==> src/rtl/bias_bank_loader_pkg.sv <==
// Shared definitions for the bias bank loader: FSM state encoding,
// default widths and the index-width helper used to size the entry counter.
package bias_bank_loader_pkg;

  typedef enum logic [1:0] {
    ST_IDLE = 2'b00,
    ST_LOAD = 2'b01,
    ST_ERR  = 2'b10
  } state_t;

  localparam int BIAS_W_DEFAULT       = 18;
  localparam int N_ADDER_TREE_DEFAULT = 16;

  // Ceiling log2 of n (0 for n <= 1).
  function automatic int clog2(input int n);
    int r;
    r = 0;
    for (int v = n - 1; v > 0; v = v >> 1) begin
      r = r + 1;
    end
    return r;
  endfunction

  // Entry index width; never narrower than one bit so a one-lane bank still builds.
  function automatic int idx_width(input int n);
    int w;
    w = clog2(n);
    return (w < 1) ? 1 : w;
  endfunction

endpackage

==> src/rtl/bias_bank_loader_entry.sv <==
// One bias word register with write enable and asynchronous clear.
// Instantiated once per entry per bank by bias_bank_loader.
module bias_entry_reg
  import bias_bank_loader_pkg::*;
#(
  parameter int W = BIAS_W_DEFAULT
) (
  input  logic         clk,
  input  logic         rst_n,
  input  logic         i_we,
  input  logic [W-1:0] i_d,
  output logic [W-1:0] o_q
);

  logic [W-1:0] r_q;

  // Capture the incoming word when enabled; reset clears the entry immediately.
  always_ff @(posedge clk or negedge rst_n) begin
    if (!rst_n) begin
      r_q <= '0;
    end else if (i_we) begin
      r_q <= i_d;
    end else begin
      r_q <= r_q;
    end
  end

  assign o_q = r_q;

endmodule

==> src/rtl/bias_bank_loader.sv <==
// Bias bank loader: collects N_adder_tree bias words from a valid/ready
// stream into a register bank that drives the packed q bus, with framing
// checks on s_last.
// Optional feature macro: BIAS_SHADOW_BANK_EN -- loads fill a shadow bank
// and a commit copies it to the active bank in one cycle, so q and
// bank_valid keep the last committed bank during reloads and after errors.
module bias_bank_loader
  import bias_bank_loader_pkg::*;
#(
  parameter int N_adder_tree = N_ADDER_TREE_DEFAULT,
  parameter int BIAS_W       = BIAS_W_DEFAULT
) (
  input  logic                           clk,
  input  logic                           rst_n,
  input  logic                           load_start,
  input  logic                           s_valid,
  output logic                           s_ready,
  input  logic [BIAS_W-1:0]              s_data,
  input  logic                           s_last,
  output logic [N_adder_tree*BIAS_W-1:0] q,
  output logic                           bank_valid,
  output logic                           load_err
);

  localparam int               IDX_W    = idx_width(N_adder_tree);
  localparam logic [IDX_W-1:0] LAST_IDX = IDX_W'(N_adder_tree - 1);

`ifdef BIAS_SHADOW_BANK_EN
  localparam bit SHADOW_EN = 1'b1;
`else
  localparam bit SHADOW_EN = 1'b0;
`endif

  state_t                           r_state;
  logic [IDX_W-1:0]                 r_idx;
  logic                             r_s_ready;
  logic                             r_bank_valid;
  logic                             r_load_err;

  logic                             w_write;
  logic                             w_at_last;
  logic                             w_commit;
  logic                             w_frame_err;
  logic [N_adder_tree-1:0]          w_work_we;
  logic [N_adder_tree*BIAS_W-1:0]   w_work_q;

  // r_s_ready is high exactly in LOAD, so it doubles as the "loading" qualifier.
  // A word arriving together with load_start belongs to the aborted load and is dropped.
  assign w_write     = s_valid && r_s_ready && !load_start;
  assign w_at_last   = (r_idx == LAST_IDX);
  assign w_commit    = w_write && w_at_last && s_last;
  assign w_frame_err = w_write && (w_at_last ^ s_last);

  // Decode the working-bank write enable for the entry addressed by the index.
  always_comb begin
    w_work_we = '0;
    for (int i = 0; i < N_adder_tree; i++) begin
      w_work_we[i] = w_write && (r_idx == IDX_W'(i));
    end
  end

  // Load-control FSM with registered handshake and status outputs.
  always_ff @(posedge clk or negedge rst_n) begin
    if (!rst_n) begin
      r_state      <= ST_IDLE;
      r_idx        <= '0;
      r_s_ready    <= 1'b0;
      r_bank_valid <= 1'b0;
      r_load_err   <= 1'b0;
    end else begin
      case (r_state)
        ST_IDLE, ST_ERR: begin
          if (load_start) begin
            r_state      <= ST_LOAD;
            r_idx        <= '0;
            r_s_ready    <= 1'b1;
            r_load_err   <= 1'b0;
            r_bank_valid <= SHADOW_EN ? r_bank_valid : 1'b0;
          end
        end
        ST_LOAD: begin
          if (load_start) begin
            // Restart from entry 0; the in-flight word (if any) is discarded.
            r_idx        <= '0;
            r_bank_valid <= SHADOW_EN ? r_bank_valid : 1'b0;
          end else if (w_commit) begin
            r_state      <= ST_IDLE;
            r_s_ready    <= 1'b0;
            r_bank_valid <= 1'b1;
          end else if (w_frame_err) begin
            r_state      <= ST_ERR;
            r_s_ready    <= 1'b0;
            r_load_err   <= 1'b1;
          end else if (w_write) begin
            // Never reaches past LAST_IDX: the last entry always ends the load.
            r_idx        <= r_idx + IDX_W'(1);
          end
        end
        default: begin
          r_state    <= ST_IDLE;
          r_idx      <= '0;
          r_s_ready  <= 1'b0;
          r_load_err <= 1'b0;
        end
      endcase
    end
  end

  // Working bank: written in arrival order, one entry per accepted word.
  for (genvar gi = 0; gi < N_adder_tree; gi++) begin : g_work
    bias_entry_reg #(
      .W (BIAS_W)
    ) u_work (
      .clk   (clk),
      .rst_n (rst_n),
      .i_we  (w_work_we[gi]),
      .i_d   (s_data),
      .o_q   (w_work_q[BIAS_W*gi +: BIAS_W])
    );
  end

`ifdef BIAS_SHADOW_BANK_EN
  logic [N_adder_tree*BIAS_W-1:0] w_act_q;

  // Active bank: loads on commit. The final entry is taken straight from the
  // stream because it lands in the working bank in the same cycle.
  for (genvar gi = 0; gi < N_adder_tree; gi++) begin : g_active
    logic [BIAS_W-1:0] w_act_d;
    if (gi == N_adder_tree - 1) begin : g_tail
      assign w_act_d = s_data;
    end else begin : g_body
      assign w_act_d = w_work_q[BIAS_W*gi +: BIAS_W];
    end
    bias_entry_reg #(
      .W (BIAS_W)
    ) u_active (
      .clk   (clk),
      .rst_n (rst_n),
      .i_we  (w_commit),
      .i_d   (w_act_d),
      .o_q   (w_act_q[BIAS_W*gi +: BIAS_W])
    );
  end

  assign q = w_act_q;
`else
  assign q = w_work_q;
`endif

  assign s_ready    = r_s_ready;
  assign bank_valid = r_bank_valid;
  assign load_err   = r_load_err;

endmodule

==> config.mk <==
export PLATFORM = sky130hd
export DESIGN_NAME = bias_bank_loader
export DESIGN_NICKNAME = d
export VERILOG_FILES = /design/src/rtl/bias_bank_loader_pkg.sv /design/src/rtl/bias_bank_loader_entry.sv /design/src/rtl/bias_bank_loader.sv
export SDC_FILE = /design/constraint.sdc
export NUM_CORES = 1
export LEC_CHECK = 0
export CAP_MARGIN = 5
export CORE_ASPECT_RATIO = 1.1
export CORE_MARGIN = 2
export CORE_UTILIZATION = 45
export DETAILED_ROUTE_END_ITERATION = 12
export GPL_TIMING_DRIVEN = 1
export MAX_ROUTING_LAYER = met4
export PLACE_DENSITY = 0.82
export SYNTH_ARGS = -nofsm -noshare
export SYNTH_HDL_FRONTEND = slang
export SYNTH_HIERARCHICAL = 1
export SYNTH_SLANG_ARGS = --single-unit
==> constraint.sdc <==
create_clock -name clk -period 5.6 [get_ports clk]
set_clock_uncertainty 0.15 [all_clocks]
set_input_delay 0.84 -clock clk [delete_from_list [all_inputs] [get_ports clk]]
set_output_delay 0.84 -clock clk [all_outputs]
set_load 0.05 [all_outputs]
======== After elaboration in Yosys (flattened, before gate mapping) ========
Cells that the tools add are included.
operators by class
  $add $sub $neg .......................... 1
  equal/unequal tests ..................... 26
  mux-type cells .......................... 24
  bitwise gates (word level) .............. 1
  reductions and logical operators ........ 29
operators by type and width
  operator                                             number
  equality test 4 bit, second input constant           8
  logical AND 1 bit                                    20
  two-way mux 4 bit                                    5
  equality test 4 x 3 -> 1 bit, second input constant  4
  inequality test 3 bit, second input constant         5
  two-way mux 1 bit                                    10
  equality test 4 x 2 -> 1 bit, second input constant  2
  two-way mux 2 bit                                    4
  inequality test 2 bit, second input constant         4
  case mux 4 bit (2 select lines)                      1
  AND reduction 4 bit                                  2
  case mux 1 bit (2 select lines)                      3
  AND reduction 3 bit                                  2
  adder 4 x 1 -> 4 bit, second input constant          1
  equality test 4 x 1 -> 1 bit, second input constant  1
  zero test 4 bit                                      1
  case mux 2 bit (2 select lines)                      1
  equality test 2 x 1 -> 1 bit, second input constant  1
  equality test 2 bit, second input constant           1
  zero test 2 bit                                      1
  nonzero test 2 bit                                   1
  OR reduction 2 bit                                   1
  zero test 1 bit                                      1
  XOR 1 bit                                            1
storage, ports and cells
  bits in registers ....................... 297
  bits of input ports ..................... 23
  output and inout bits ................... 291

======== Longest topological paths before layout ========
  word-level depth ........................ 7
  gate-level depth with buffers ........... 7
  mapped depth without buffers ............ 4

======== By module ========
The synthesis kept the hierarchy.
by module, submodules not included
  module            instances  cells each  area an instance (um^2)
  bias_entry_reg    16         38          721.9
  bias_bank_loader  1          78          701.9

======== Worst setup path before layout ========
Ideal clock, no wire load.
  path kind ............................... input-to-reg
  start ................................... input load_start
  end ..................................... register g_work[10].u_work.r_q[10]
  setup time .............................. 0.125 ns
  arrival time ............................ 2.244 ns
  required time ........................... 5.325 ns
  slack ................................... 3.081 ns
  stages on the path ...................... 7
  buffers on the path ..................... 3
  cell sequence ........................... clkbuf_1 -> nand3b_1 -> nor3b_1 -> and2_1 -> buf_6 -> buf_12 -> mux2_4
between the ends
  word-level cells in the longest chain between the ends .. 3
RTL lines
  element                  line                          RTL
  start: declaration       bias_bank_loader.sv:15        input logic load_start,
  zero test 1 bit          bias_bank_loader.sv:49        assign w_write = s_valid && r_s_ready && !load_start;
  logical AND 1 bit        bias_bank_loader.sv:49
  logical AND 1 bit        bias_bank_loader.sv:58        w_work_we[i] = w_write && (r_idx == IDX_W'(i));
  named net w_work_we[10]  bias_bank_loader.sv:44        logic [N_adder_tree-1:0] w_work_we;
  end signal: assignment   bias_bank_loader_entry.sv:22  r_q <= i_d;
  end signal: assignment   bias_bank_loader_entry.sv:24  r_q <= r_q;
  end: declaration         bias_bank_loader_entry.sv:15  logic [W-1:0] r_q;
The timed path passes the listed nets, and every way through them passes these cells.
A chain may end at the register's enable or synchronous reset.

======== Worst setup path after layout ========
  start ................................... input load_start
  end ..................................... register g_work[11].u_work.r_q[10]
between the ends
  word-level cells in the longest chain between the ends .. 3
RTL lines
  element                  line
  zero test 1 bit          bias_bank_loader.sv:49
  logical AND 1 bit        bias_bank_loader.sv:49
  logical AND 1 bit        bias_bank_loader.sv:58
  named net w_work_we[11]  bias_bank_loader.sv:44
  end signal: assignment   bias_bank_loader_entry.sv:22
  end signal: assignment   bias_bank_loader_entry.sv:24
  end: declaration         bias_bank_loader_entry.sv:15
The timed path passes the listed nets, and every way through them passes these cells.

==> results.json <==
{
  "path_cells": "clkdlybuf4s50_1, nand3b_1, nor3b_1, and2_1, buf_4, mux2_4",
  "fp.dieH_um": 177,
  "routedWlPerCell_um": 22.3,
  "row_count": 63,
  "layout-drive-gt1-share_pct": 34.0,
  "antenna_cells": 0,
  "syn_nets": 713,
  "drc": 0,
  "yosysWarnings": 6,
  "antenna_found_initial": 0,
  "grt.overflow.total": 0,
  "regArea_mm2": 0.00743,
  "outcome": "complete, no violations",
  "slew_viol_final": 0,
  "fmax_mhz": 296,
  "final.setup.tns_ns": 0,
  "rr_endpoint": "g_work[11].u_work/o_q[10]",
  "clkSlewWorstSetupHoldPaths_ns": 0.06,
  "setup_violations": 0,
  "ant_nets": 0,
  "crit_path_max_fanout": 18,
  "ff2ff_path_depth": 5,
  "tightestPinTransition_ns": 1.25,
  "synth_compound_area_share_pct": 1.00,
  "rsz0062_at_grt": "false",
  "fin_crit_ns": 3.38,
  "crit_type": "input pin to flop",
  "synth_enable_flop_cells": 0,
  "rrSetupSlack_ns": 2.74,
  "ctsResizeCount": 0,
  "p_per_area_mw_per_mm2": 360,
  "clock_path_buffers": 3,
  "fin_util_pct": 61.4,
  "firstDrtPassIters": 4,
  "final_hold_viol_count": 0,
  "cts_hold_buffers": 0,
  "muxShareOfSynthArea_pct": 31.5,
  "r2r_start": "s_ready",
  "dp_hpwl_mm": 20.4,
  "cp-end-kind": "flop",
  "crit_path_top_delay_cell": "and2_1",
  "vdd_drop_max_mv": 0.304,
  "cts_tree": "done",
  "port_buffers": 313,
  "post-route-period-util_pct": 60.4,
  "fillers": 1951,
  "fp.coreArea_mm2": 0.0269,
  "clkLatencyLatePin_ns": 0.54,
  "synth_fa_ha_area_share_pct": 0.408,
  "ios": 314,
  "synth_area_per_cell_um2": 17.9,
  "synthFlopType": "dfrtp_1",
  "avgViaCountPerCell": 5.14,
  "hold_slack_ns": 0.209,
  "track_usage_pct": 22.3,
  "power_uw": 5940,
  "async_flop_share_pct": 100,
  "grt_pass1_wl_mm": 47.6,
  "vias": 7101,
  "cap_violations": 0,
  "synth_area_mm2": 0.0123,
  "routed_wl_mm": 30.8,
  "required_ns": 5.88,
  "grt_pass1_vias": 7626,
  "die_w_um": 161,
  "synth_simple_gate_area_share_pct": 2.19,
  "postCtsSetupRepairBufs": 0,
  "syn_inst": 686,
  "synth-xor-area-share_pct": 0,
  "multi_input_area_mm2": 0.00429,
  "cp.arrival_ns": 3.66,
  "synth_top_family_by_area": "multiplexers",
  "place.gp.congestion": 0.764,
  "seq_area_frac_synth_pct": 60.7,
  "htreeDepth": 1,
  "nets": 1029,
  "hp-class": "input pin to asynchronous set/reset pin",
  "p_leak_uw": 0.00765,
  "start_util_pct": 45.6,
  "grt_max_degree": 126,
  "start_kind": "input pin",
  "slowest_delay_ns": 0.94,
  "syn_to_final_growth_pct": 34.7,
  "relSlewSlack_pct": 16.5,
  "drt_iter0_markers": 380,
  "cts_inserted_buffers": 30,
  "cts_num_sinks": 297,
  "ys_ff_latch": 297,
  "synth.distinct_cells": 37,
  "dieArea_mm2": 0.0286,
  "cts_root_buf": "clkbuf_16"
}
## synth_stat cells (2+ instances only)
master	number	area, µm²
dfrtp_1	297	7430
mux2_4	160	2400
nor3b_1	2	15.0
buf_6	16	180
nand3_1	3	15.0
ha_1	4	50.1
and2_1	16	100
or3_1	2	12.5
mux2_2	128	1440
and3_1	2	12.5
o21a_1	2	15.0
nor2b_1	2	12.5
clkbuf_1	3	11.3
inv_1	4	15.0
o21ai_0	3	15.0
o211ai_1	2	15.0
buf_12	16	320
nand2_1	3	11.3
o22ai_1	2	12.5
nor2_1	2	7.51
## metrics by stage
stage | setup WS (ns) | std cells | instance area [µm²]
3_3_place_gp | 1.76 | 1327 | 15400
3_5_place_dp | 1.66 | 1327 | 15400
4_1_cts | 2.23 | 1382 | 16500
2_1_floorplan | 3.08 | 686 | 12300
5_1_grt | 2.01 | 1382 | 16500
6_report | 2.22 | 1382 | 16500
## report_power, final
part | switching (µW) | internal (µW) | leakage (µW)
clock | 817 | 1390 | 0.000555
combinational | 832 | 472 | 0.00302
sequential | 118 | 2310 | 0.00408
total | 1770 | 4170 | 0.00765
## flip-flops by register name, indices dropped and copies added (netlist names)
signal	flops
r_state	2
load_err	1
bank_valid	1
r_idx	4
s_ready	1
g_work.u_work/o_q	288
## worst max-delay path: cells and delay by family
| kind | cells | cell delay (ns) |
|---|---|---|
| buffers and inverters | 2 | 0.86 |
| AND/OR/NAND/NOR | 3 | 1.66 |
| multiplexers | 1 | 0.30 |
## per-layer routing
layer  track usage (%)  routed length [µm]  vias to the layer above
met4              4.54                 522                        0
met1              28.5               13000                     3719
met3              5.13                2150                       48
met5                 -                   0                        -
met2              36.7               15100                      271
li1                  -                   -                     3063
## how the worst max path moves through the flow
stage               startpoint                   endpoint  slack [ns]  cells past startpoint
global route        load_start  g_work[11].u_work/o_q[10]        2.01                      6
CTS                 load_start  g_work[11].u_work/o_q[10]        2.23                      6
finish              load_start  g_work[11].u_work/o_q[10]        2.22                      6
global placement    load_start  g_work[11].u_work/o_q[10]        1.76                      6
floorplan           load_start  g_work[10].u_work/o_q[10]        3.08                      7
detailed placement  load_start  g_work[11].u_work/o_q[10]        1.66                      6
## kinds of logic after synthesis
| kind of cell | after synthesis |
|---|---|
| buf+inv | 39 |
| simple gates | 40 |
| mux | 289 |
| fa+ha+maj | 4 |
| flops | 297 |
| compound gates | 17 |
## placed cells by master (no fill, tap or decap), types with 2 or more instances in the layout
cell,instances
nand2_1,3
nor3b_1,2
ha_1,4
o21ai_0,3
buf_4,5
clkbuf_1,3
mux2_2,128
o211ai_1,2
o22ai_1,2
dfrtp_1,297
clkinv_2,6
nand3_1,3
nor2b_1,2
or3_1,2
and2_1,16
clkbuf_16,31
clkbuf_8,8
bufinv_16,6
clkdlybuf4s50_1,312
mux2_4,160
and3_1,2
o21a_1,2
nor2_1,2
inv_1,4
## final cells by class
| class | instances | share of cell area [%] |
|---|---|---|
| clock buffers | 42 | 5.44 |
| multi-input cells | 350 | 26.0 |
| inverters | 4 | 0.0910 |
| repair buffers | 319 | 19.4 |
| well taps | 357 | 2.71 |
| clock inverters | 13 | 1.33 |
| flip-flops and latches | 297 | 45.0 |
(Power assumes the default switching activity.)
